[config.mk]
export PLATFORM = sky130hd
export DESIGN_NAME = data_mem_arbiter
export DESIGN_NICKNAME = d
export VERILOG_FILES = /design/src/rtl/mips_mem_pkg.sv /design/src/rtl/data_mem_arbiter_dump_addr_counter.sv /design/src/rtl/data_mem_arbiter.sv
export SDC_FILE = /design/constraint.sdc
export NUM_CORES = 1
export LEC_CHECK = 0
export ABC_CLOCK_PERIOD_IN_PS = 6430
export BUFFER_PORTS_ARGS = -buffer_cell sky130_fd_sc_hd__buf_2
export CAP_MARGIN = 20
export CORE_MARGIN = 2
export CORE_UTILIZATION = 46
export CTS_CLUSTER_SIZE = 25
export DETAILED_ROUTE_END_ITERATION = 8
export GPL_ROUTABILITY_DRIVEN = 1
export HOLD_SLACK_MARGIN = 0.1
export PLACE_DENSITY = 0.95
export SLEW_MARGIN = 20
export SYNTH_ARGS = -nofsm -noshare
export SYNTH_HDL_FRONTEND = slang
export SYNTH_HIERARCHICAL = 1
export SYNTH_SLANG_ARGS = --single-unit
export TNS_END_PERCENT = 50
[constraint.sdc]
create_clock -name i_clk -period 6.43 [get_ports i_clk]
set_input_delay 1.286 -clock i_clk [delete_from_list [all_inputs] [get_ports i_clk]]
set_output_delay 1.286 -clock i_clk [all_outputs]
set_load 0.05 [all_outputs]
[src/rtl/mips_mem_pkg.sv]
// Shared types and constants for the data-RAM port arbiter.
// Latency: none (types and constants only).
// Backpressure: not applicable.
package mips_mem_pkg;

  // Debug dump sequencer states
  typedef enum logic [2:0] {
    ST_IDLE    = 3'd0,
    ST_ISSUE   = 3'd1,
    ST_CAPTURE = 3'd2,
    ST_SEND    = 3'd3,
    ST_DONE    = 3'd4
  } dump_state_t;

  // MEM-stage control bit positions
  localparam int CTRL_BRANCH   = 2;
  localparam int CTRL_MEMREAD  = 1;
  localparam int CTRL_MEMWRITE = 0;

  // Default data RAM depth in words
  localparam int RAM_DEPTH_DEFAULT = 2048;

endpackage

[src/rtl/data_mem_arbiter_dump_addr_counter.sv]
// Dump word-index counter: loads base/count, steps index and decrements remaining per word.
// Latency: outputs reflect a load or advance one cycle after the request.
// Backpressure: advances only when the parent signals an accepted word.
module dump_addr_counter
  import mips_mem_pkg::*;
#(
  parameter int NB_ADDR = $clog2(RAM_DEPTH_DEFAULT)
) (
  input  logic               i_clk,
  input  logic               i_rst,
  input  logic               i_load,
  input  logic [NB_ADDR-1:0] i_base,
  input  logic [NB_ADDR:0]   i_count,
  input  logic               i_advance,
  output logic [NB_ADDR-1:0] o_addr,
  output logic               o_zero,
  output logic               o_more
);

  logic [NB_ADDR:0] remaining;

  // Load on start, otherwise step index (wrapping at RAM depth) and count down
  always_ff @(posedge i_clk or negedge i_rst) begin
    if (!i_rst) begin
      o_addr    <= '0;
      remaining <= '0;
    end else if (i_load) begin
      o_addr    <= i_base;
      remaining <= i_count;
    end else if (i_advance) begin
      o_addr    <= o_addr + 1'b1;
      remaining <= remaining - 1'b1;
    end
  end

  assign o_zero = (remaining == '0);
  assign o_more = (remaining > 1);

endmodule

[src/rtl/data_mem_arbiter.sv]
// Data RAM port arbiter: pipe passthrough, or debug dump streaming RAM words out over valid/ready.
// Latency: passthrough is combinational; each dumped word takes at least 3 cycles (issue, capture, send).
// Backpressure: o_dbg_valid/o_dbg_data hold and the address stalls until i_dbg_ready; optional DUMP_CHECKSUM_EN adds o_dbg_checksum.
module data_mem_arbiter
  import mips_mem_pkg::*;
#(
  parameter int LEN         = 32,
  parameter int NB_ADDR     = $clog2(RAM_DEPTH_DEFAULT),
  parameter int NB_CTRL_MEM = 3
) (
  input  logic                   i_clk,
  input  logic                   i_rst,
  input  logic [LEN-1:0]         i_pipe_address,
  input  logic [LEN-1:0]         i_pipe_write_data,
  input  logic [NB_CTRL_MEM-1:0] i_pipe_ctrl_mem,
  input  logic                   i_pipe_halt,
  output logic [LEN-1:0]         o_mem_address,
  output logic [LEN-1:0]         o_mem_write_data,
  output logic                   o_mem_we,
  output logic                   o_mem_en,
  input  logic [LEN-1:0]         i_mem_read_data,
  input  logic                   i_dbg_start,
  input  logic [NB_ADDR-1:0]     i_dbg_base,
  input  logic [NB_ADDR:0]       i_dbg_count,
  output logic [LEN-1:0]         o_dbg_data,
  output logic                   o_dbg_valid,
  input  logic                   i_dbg_ready,
  output logic                   o_dbg_busy,
  output logic                   o_dbg_done
`ifdef DUMP_CHECKSUM_EN
  ,
  output logic [LEN-1:0]         o_dbg_checksum
`endif
);

  dump_state_t        state;
  logic               pending;
  logic               start_accept;
  logic               word_accept;
  logic [NB_ADDR-1:0] dump_addr;
  logic               cnt_zero;
  logic               cnt_more;
  logic               unused_branch;

  // Branch bit travels with MEM control but has no meaning at the RAM port
  assign unused_branch = i_pipe_ctrl_mem[CTRL_BRANCH];

  assign start_accept = i_dbg_start && (state == ST_IDLE) && !pending;
  assign word_accept  = (state == ST_SEND) && o_dbg_valid && i_dbg_ready;
  assign o_dbg_busy   = pending || (state != ST_IDLE);

  dump_addr_counter #(
    .NB_ADDR (NB_ADDR)
  ) u_cnt (
    .i_clk     (i_clk),
    .i_rst     (i_rst),
    .i_load    (start_accept),
    .i_base    (i_dbg_base),
    .i_count   (i_dbg_count),
    .i_advance (word_accept),
    .o_addr    (dump_addr),
    .o_zero    (cnt_zero),
    .o_more    (cnt_more)
  );

  // Dump sequencer with registered debug outputs
  always_ff @(posedge i_clk or negedge i_rst) begin
    if (!i_rst) begin
      state       <= ST_IDLE;
      pending     <= 1'b0;
      o_dbg_data  <= '0;
      o_dbg_valid <= 1'b0;
      o_dbg_done  <= 1'b0;
    end else begin
      case (state)
        ST_IDLE: begin
          if (start_accept) begin
            pending <= 1'b1;
          end else if (pending && i_pipe_halt) begin
            pending <= 1'b0;
            if (cnt_zero) begin
              state      <= ST_DONE;
              o_dbg_done <= 1'b1;
            end else begin
              state <= ST_ISSUE;
            end
          end
        end
        ST_ISSUE: begin
          // Read is only launched while the pipeline stays frozen
          if (i_pipe_halt) state <= ST_CAPTURE;
        end
        ST_CAPTURE: begin
          o_dbg_data  <= i_mem_read_data;
          o_dbg_valid <= 1'b1;
          state       <= ST_SEND;
        end
        ST_SEND: begin
          if (i_dbg_ready) begin
            o_dbg_valid <= 1'b0;
            if (cnt_more) begin
              state <= ST_ISSUE;
            end else begin
              state      <= ST_DONE;
              o_dbg_done <= 1'b1;
            end
          end
        end
        ST_DONE: begin
          o_dbg_done <= 1'b0;
          state      <= ST_IDLE;
        end
        default: state <= ST_IDLE;
      endcase
    end
  end

  // RAM port mux: pipe owns it in IDLE, sequencer reads (never writes) otherwise
  always_comb begin
    o_mem_address    = {{(LEN-NB_ADDR-2){1'b0}}, dump_addr, 2'b00};
    o_mem_write_data = i_pipe_write_data;
    o_mem_we         = 1'b0;
    o_mem_en         = (state == ST_ISSUE) && i_pipe_halt;
    if (state == ST_IDLE) begin
      o_mem_address = i_pipe_address;
      o_mem_we      = i_pipe_ctrl_mem[CTRL_MEMWRITE];
      o_mem_en      = i_pipe_ctrl_mem[CTRL_MEMREAD];
    end
  end

`ifdef DUMP_CHECKSUM_EN
  // Running sum of accepted words, cleared by the start that opens a dump
  always_ff @(posedge i_clk or negedge i_rst) begin
    if (!i_rst) begin
      o_dbg_checksum <= '0;
    end else if (start_accept) begin
      o_dbg_checksum <= '0;
    end else if (word_accept) begin
      o_dbg_checksum <= o_dbg_checksum + o_dbg_data;
    end
  end
`endif

endmodule
[After elaboration in Yosys (flattened, before gate mapping)]
Index checks and enable logic that the tools add are counted.
Widths: inputs -> output; s select.
Word-level totals
  memories: 0
  bits of input ports: 127
  bits in writable memories: 0
  bits in latches: 0
  ROM bits: 0
  word-level logic and storage cells: 63
  register bits after elaboration: 61
  output and inout bits: 101
Operators by class
  div/mod/pow operators: 0
  multiplexer cells: 24
  reduce and logical (&&, ||, !) cells: 19
  shift-type cells: 0
  magnitude comparators: 1
  equal/unequal tests: 10
  multiply operators: 0
  $add $sub $neg: 2
  bitwise operators: 0
Operator list (count)
  $mux 32: 1
  $mux 12: 2
  $mux 11: 2
  $mux 3: 6
  $gt 12x1->1 const B: 1
  $logic_not 12->1: 1
  $pmux 3 s4: 1
  $sub 12x1->12 const B: 1
  $add 11x1->11 const B: 1
  $mux 1: 10
  $ne 2x2->1 const B: 5
  $eq 3x2->1 const B: 2
  $logic_and 1x1->1: 6
  $reduce_and 6->1: 1
  $reduce_bool 2->1: 3
  $reduce_bool 3->1: 2
  $reduce_and 2->1: 2
  $reduce_and 4->1: 1
  $eq 3x1->1 const B: 1
  $eq 3x3->1 const B: 1
  $logic_not 3->1: 1
  $pmux 1 s3: 1
  $ne 2x1->1 const B: 1
  $pmux 1 s2: 1
  2 further kinds: 2

[Longest topological paths before layout]
Gate-level depths: netlist of the first run.
  depth in word-level cells: 5
  gate-level depth with buffers: 8
  gate-level depth less buffers: 7

[Cells and area by module]
The synthesis of the first run kept the hierarchy.
By module, submodules not included
  data_mem_arbiter: times used 1, cells each 174, area each 2117.0 um^2, seq. area each 950.9 um^2
  dump_addr_counter: times used 1, cells each 158, area each 1377.6 um^2, seq. area each 575.6 um^2

[Worst setup path after synthesis of the first run]
No wires, ideal clock.
  path kind: input to output
  from: input port i_pipe_halt
  to: output port o_mem_en
  data required time: 5144 ps
  stages: 2
  buffers on the path: 0
  arrival: 2385 ps
  setup slack: 2759 ps
  cells stage by stage: mux2i_1 nor3_1
On the way
  longest elaborated chain between the ends: 2
RTL lines
  start: declaration: RTL line data_mem_arbiter.sv:16  | input logic i_pipe_halt,
  $logic_and 1x1->1: RTL line data_mem_arbiter.sv:123  | o_mem_en = (state == ST_ISSUE) && i_pipe_halt;
  $mux 1: RTL line data_mem_arbiter.sv:124  | if (state == ST_IDLE) begin
  end: declaration: RTL line data_mem_arbiter.sv:20  | output logic o_mem_en,
Every way passes these cells.

[Worst setup path after layout of the first run]
  from: register state[0]
  to: output port o_mem_address[9]
On the way
  longest elaborated chain between the ends: 2
RTL lines
  start: declaration: RTL line data_mem_arbiter.sv:36  | dump_state_t state;
  start signal: assignment: RTL line data_mem_arbiter.sv:69  | state <= ST_IDLE;
  start signal: assignment: RTL line data_mem_arbiter.sv:82  | state <= ST_DONE;
  start signal: assignment: RTL line data_mem_arbiter.sv:85  | state <= ST_ISSUE;
  $logic_not 3->1: RTL line data_mem_arbiter.sv:124
  $mux 32: RTL line data_mem_arbiter.sv:124
  end: declaration: RTL line data_mem_arbiter.sv:17  | output logic [LEN-1:0] o_mem_address,
Every way passes these cells.

==> results of run 1 <==
## Yosys cell counts (all sizes together), types with 7 or more instances
| cell type | number | area share [%] |
|---|---|---|
| dfrtp | 61 | 44 |
| mux2 | 43 | 14 |
| buf | 42 | 9.3 |
| and2 | 23 | 4.1 |
| nand2 | 21 | 2.3 |
| nor2 | 17 | 1.8 |
| o21ai | 16 | 2.4 |
| or4 | 12 | 2.6 |
| a31oi | 9 | 1.6 |
| inv | 8 | 0.86 |
| clkbuf | 7 | 0.75 |
| nand3 | 7 | 1.0 |
## final cells by class
cell class | count | area (µm²)
well taps | 99 | 123.9
repair buffers | 166 | 848.3
multi-input cells | 214 | 1587
inverters | 8 | 30.03
flip-flops and latches | 61 | 1526
clock buffers | 12 | 165.2
fillers | 612 | 2992
clock inverters | 3 | 20.02
## through the flow
stage               util [%]  cell area, µm²  hold WS (ns)  instances
floorplan                  -            3495        0.5160        332
global placement       56.23            4100        0.4633        547
detailed placement     56.23            4100        0.4722        547
CTS                    58.77            4285        0.4881        562
global route           58.97            4300        0.5160        563
finish                 58.97            4300        0.4800        563
## final timing paths
path                           startpoint                  to  slack (ns)  cells after the start
max                              state[0]    o_mem_address[9]        3.00                      4
min                        o_dbg_data[16]      o_dbg_data[16]        0.48                      1
max reg2reg                      state[1]  u_cnt/remaining[5]        3.79                      5
min reg2reg                o_dbg_data[16]      o_dbg_data[16]        0.48                      1
max in group asynchronous           i_rst      o_dbg_data[11]        4.80                      2
min in group asynchronous           i_rst  u_cnt/remaining[1]        1.07                      2
## layer usage
| layer | up-vias | global-route usage, % | share of wire [%] |
|---|---|---|---|
| li1 | 1413 | - | - |
| met1 | 1356 | 24.33 | 42 |
| met2 | 132 | 33.52 | 50 |
| met3 | 12 | 5.560 | 7.5 |
| met4 | 0 | 7.828 | 0.78 |
| met5 | - | 0 | 0 |
## cells by family after synthesis
group | after synthesis
compound gates | 47
xor+xnor | 6
fa+ha+maj | 4
buf+inv | 57
flops | 61
mux | 45
simple gates | 112
## flip-flops by register name (all words and copies together), names as in the netlist
name,flops
o_dbg_data,32
u_cnt/remaining,12
u_cnt/o_addr,11
state,3
o_dbg_done,1
o_dbg_valid,1
pending,1
## report_power, final
group,leakage (nW),internal [mW],switching [mW],total (mW)
combinational,1.24,0.458,1.00,1.46
sequential,0.714,0.568,0.166,0.735
clock,0.0905,0.169,0.143,0.312
## layout by cell type (no fill, tap or decap), types with 3 or more instances in the layout
| cell | instances |
|---|---|
| buf_2 | 162 |
| xnor2_1 | 4 |
| nor2b_1 | 3 |
| nand2b_1 | 3 |
| or4_1 | 11 |
| nand4_1 | 5 |
| buf_4 | 3 |
| nor2_1 | 17 |
| nand2_1 | 21 |
| and3b_1 | 3 |
| nand3_1 | 7 |
| ha_1 | 4 |
| and2_1 | 23 |
| dfrtp_1 | 61 |
| or3_1 | 3 |
| o31ai_1 | 5 |
| mux2_2 | 41 |
| clkbuf_8 | 12 |
| a31oi_1 | 9 |
| o21ai_0 | 15 |
| inv_1 | 7 |
==> results.toml, run 1 <==
[global_routing]
grt_max_degree = 62
antenna_found_initial = 0
grt_pass1_vias = 2906
grt_overflow_total = 0
grt_pass1_wl_mm = 13.54
grt.total_usage_pct = 19.96

[floorplan]
dieArea_um2 = 8310
dieWidth_um = 91.16
fp-row-count = 31
initial_core_util_pct = 47.92
core_area_um2 = 7292
ioPinCount = 228
die_h_um = 91.16

[detailed_routing]
drc = 0
wl_per_cell_um = 14.77
vias_per_cell = 5.174
ant_nets = 0
num_vias = 2913
drt_iter0_markers = 104
wirelength_mm = 8.316
drt_first_pass_iters = 4

[finish]
n_antenna_cell = 0
drive_above_1_share_pct = 49.35
area_delta_synth_final_pct = 23.06
nNetsFinal = 591

[synthesis]
synthMuxAreaShare_pct = 14.43
ys.flop_type = "dfrtp_1"
ys_seq_area_share_pct = 43.68
ys_ff_latch = 61
synth_xor_xnor_area_share_pct = 1.504
synth.avg_cell_area_um2 = 10.53
async_reset_ff_share_pct = 100.0
synth-compound-area-share_pct = 9.058
synth_edf_count = 0
netlist_area_um2 = 3495
yosys_warnings = 6
synthSimpleGateAreaFrac_pct = 18.98
synth.distinct_cells = 54
netlist_instances = 332
synth_fa_ha_area_share_pct = 1.432
synth.net_count = 463
synth_top_family_by_area = "simple AND/OR/NAND/NOR gates"

[job]
cap_violations = 0

[worst_setup_path]
cp-end-kind = "output pin"
crit_family = "flip-flops"
critPathMaxFanout = 25
required_ns = 5.14
worst-setup-path-type = "flip-flop to output pin"
critPathMaxStageDelay_ns = 0.55
worst-path-buf-inv = 2
critPathLaunchType = "flip-flop"
crit_slowest_cell = "dfrtp_1"
cp.arrival_ns = 2.14
crit_chain = "nor3_4 > buf_8 > mux2_2 > buf_2"

[pwr]
p_leak_nw = 2.044
pwr_density_cell_nw_per_um2 = 582.8
totalPowerFinal_mw = 2.506
ir_drop_mv = 0.3212

[sta]
setup_violations = 0
fmax_mhz = 291.6
worst_pin_slew_ns = 0.7785
grt_setup_unrepaired = "false"
fin_crit_sh_pct = 53.34
min_period_ns = 3.430
finClkSkew_ns = 0.007565
drv_slew = 0
hold_violations = 0
slew_headroom_pct = 48.10
tns_ns = 0
setup_ws_ns = 3.000

[clock_tree]
clkLatencyLatePin_ns = 0.33
cts.sinks = 61
post_cts_resized = 0
cts_root_buffer = "clkbuf_8"
cts.clk_slew.worst_paths_ns = 0.07
cts_tree = "done"
cts_hold_buf = 0
cts_htree_levels = 3
numCtsBuffers = 9
clockBufferDepth = 2
post-cts-setup-buffer-count = 0

[placed_design]
io_buffers = 162
dp_slack_ns = 3.015
gp_congestion = 0.7929
hpwl_mm = 6.190

[worst_hold_path]
hp-class = "flip-flop to flip-flop"

[outcome]
status = "finished clean"
(Power assumes the default switching activity.)
==> run 2, diff against run 1 <==
--- a/config.mk
+++ b/config.mk
@@ -5,16 +5,16 @@
 export SDC_FILE = /design/constraint.sdc
 export NUM_CORES = 1
 export LEC_CHECK = 0
-export ABC_CLOCK_PERIOD_IN_PS = 6430
+export ABC_CLOCK_PERIOD_IN_PS = 3400
 export BUFFER_PORTS_ARGS = -buffer_cell sky130_fd_sc_hd__buf_2
 export CAP_MARGIN = 20
 export CORE_MARGIN = 2
-export CORE_UTILIZATION = 46
+export CORE_UTILIZATION = 43
 export CTS_CLUSTER_SIZE = 25
 export DETAILED_ROUTE_END_ITERATION = 8
 export GPL_ROUTABILITY_DRIVEN = 1
 export HOLD_SLACK_MARGIN = 0.1
-export PLACE_DENSITY = 0.95
+export PLACE_DENSITY = 0.92
 export SLEW_MARGIN = 20
 export SYNTH_ARGS = -nofsm -noshare
 export SYNTH_HDL_FRONTEND = slang
==> constraint.sdc (replaced) <==
create_clock -name i_clk -period 3.4 [get_ports i_clk]
set_input_delay 0.68 -clock i_clk [delete_from_list [all_inputs] [get_ports i_clk]]
set_output_delay 0.68 -clock i_clk [all_outputs]
set_load 0.05 [all_outputs]
==> run 2 against run 1 <==
Effect of this change:
- critical path depth did not move
- register-to-register slack got worse by 3.1 ns
- largest cell class unchanged
- combinational power rose by 90%
- die area rose by 6.7%
- highest routed layer unchanged
==> results.toml, run 2 (same netlist as run 1, synthesis figures left out) <==
[finish]
layout_commonest_cell = "buf_2"
final_cell_mix = "buf_2 (162), dfrtp_1 (61), mux2_2 (41), and2_1 (23), nand2_1 (21)"
stdcell_count = 570
fillers = 690
nNetsFinal = 594
top_regs = "o_dbg_data: 32 flops, u_cnt/remaining: 12 flops, u_cnt/o_addr: 11 flops"
drive_above_1_share_pct = 49.79
area_delta_synth_final_pct = 25.35
n_antenna_cell = 0
largest-register = "o_dbg_data"
largest_reg_flops = 32

[global_routing]
grt_pass1_vias = 2961
grt.total_usage_pct = 19.25
busiest_layer = "met2"
use_met1_pct = 23.32
use_met3_pct = 4.334
antenna_found_initial = 0
grt_max_degree = 41
met2_usage_pct = 32.38
grt_overflow_total = 0
grt_pass1_wl_mm = 13.48

[sta]
slew_headroom_pct = 51.33
worst_pin_slew_ns = 0.7199
fmax_mhz = 330.3
tns_ns = 0
hold_violations = 0
grt_setup_unrepaired = "false"
finClkSkew_ns = 0.01146
min_period_ns = 3.028
setup_violations = 0
hold_ws_ns = 0.3168
fin_crit_sh_pct = 89.05
drv_slew = 0

[floorplan]
dieArea_um2 = 8864
initial_core_util_pct = 44.76
fp-row-count = 32
die_h_um = 94.15
dieWidth_um = 94.15
core_area_um2 = 7807
ioPinCount = 228

[worst_setup_path]
cp-end-kind = "output pin"
path_depth = 4
crit_chain = "nor3_4 > buf_4 > mux2_2 > buf_2"
critPathMaxStageDelay_ns = 0.65
r2r_end = "u_cnt/remaining[8]"
critPathMaxFanout = 20
reg2reg_from = "state[0]"
crit_slowest_cell = "nor3_4"
critPathLaunchType = "flip-flop"
worst-path-buf-inv = 2
crit_family = "simple AND/OR/NAND/NOR gates"
required_ns = 2.72
cp.arrival_ns = 2.35
r2r_slack_ns = 0.72
worst-setup-path-type = "flip-flop to output pin"
rr_worst_depth = 6

[detailed_routing]
drt_iter0_markers = 110
ant_nets = 0
drt_first_pass_iters = 4
wl_per_cell_um = 14.89
drc = 0
vias_per_cell = 5.256
wirelength_mm = 8.490
num_vias = 2996

[clock_tree]
post-cts-setup-buffer-count = 0
cts_tree = "done"
cts_htree_levels = 3
cts_hold_buf = 0
clockBufferDepth = 2
numCtsBuffers = 9
cts.sinks = 61
clkLatencyLatePin_ns = 0.33
cts.clk_slew.worst_paths_ns = 0.07
post_cts_resized = 0
cts_root_buffer = "clkbuf_8"

[worst_hold_path]
hp-class = "input pin to asynchronous set/reset pin"

[pwr]
p_leak_nw = 2.084
pwr_density_cell_nw_per_um2 = 1131
p_switching_mw = 2.516
intPower_mw = 2.437
ir_drop_mv = 0.5900
netSwitchingFraction_pct = 50.79
p_clk_share_pct = 15.8
seqPwrFrac_pct = 28.1
pwr-share-comb_pct = 56.2

[placed_design]
io_buffers = 162
gp_congestion = 0.8361
hpwl_mm = 6.511
dp.cells = 554

[outcome]
status = "finished clean"

[job]
cap_violations = 0
[run 2: changes by cell type in the layout (fill, tap and decap cells not counted)]
| cell | before | now |
|---|---|---|
| buf_4 | 3 | 7 |
| clkinv_2 | 1 | 0 |
| inv_6 | 0 | 1 |
| bufinv_16 | 0 | 3 |
| buf_8 | 1 | 0 |
| clkbuf_8 | 12 | 9 |
| clkinv_4 | 0 | 1 |
[run 2: worst reg2reg max path, delay by kind of cell, from the launching register on]
family | cells | cell delay, ns
AOI/OAI and AO/OA | 1 | 0.22
buffers and inverters | 2 | 0.53
DFF | 1 | 0.56
and+or+nand+nor | 3 | 1.25
[run 2: stage by stage]
step	utilization [%]	total power, mW	setup slack [ns]	instance area (µm²)
after floorplan	-	3.692	0.9413	3495
after global placement	52.95	4.080	0.7737	4134
after detailed placement	52.95	4.188	0.7113	4134
after CTS	56.11	4.988	0.3266	4380
after global routing	56.11	5.254	0.2085	4380
final	56.11	4.953	0.3724	4380
[run 2: worst max-delay path by stage]
stage	start	to
global placement	state[0]	o_mem_address[2]
floorplan	i_pipe_halt	o_mem_en
CTS	state[0]	o_mem_address[3]
finish	state[0]	o_mem_address[3]
detailed placement	state[0]	o_mem_address[3]
global route	state[0]	o_mem_address[4]
[run 2: area by class of cell]
class | count | area [µm²] | area share, %
sequential | 61 | 1526 | 34.85
clock inverter | 7 | 122.6 | 2.799
multi-input combinational | 214 | 1587 | 36.22
inverter | 8 | 30.03 | 0.6855
tap | 102 | 127.6 | 2.913
clock buffer | 9 | 123.9 | 2.828
timing repair buffer | 169 | 863.3 | 19.71
[run 2: power by group through the flow]
stage          Clock [mW]  Combinational [mW]  Sequential (mW)
3_3_place_gp            0                2.72             1.36
5_1_grt             0.854                2.95             1.44
2_1_floorplan           0                1.65             2.04
3_5_place_dp            0                2.79             1.40
4_1_cts             0.805                2.80             1.39
6_report            0.782                2.78             1.39
[run 2: per-layer routing]
metal  wire length, µm  part of all wire (%)
met1              3501                    41
met2              4202                    49
met3               597                   7.0
met4               189                   2.2
met5                 0                     0
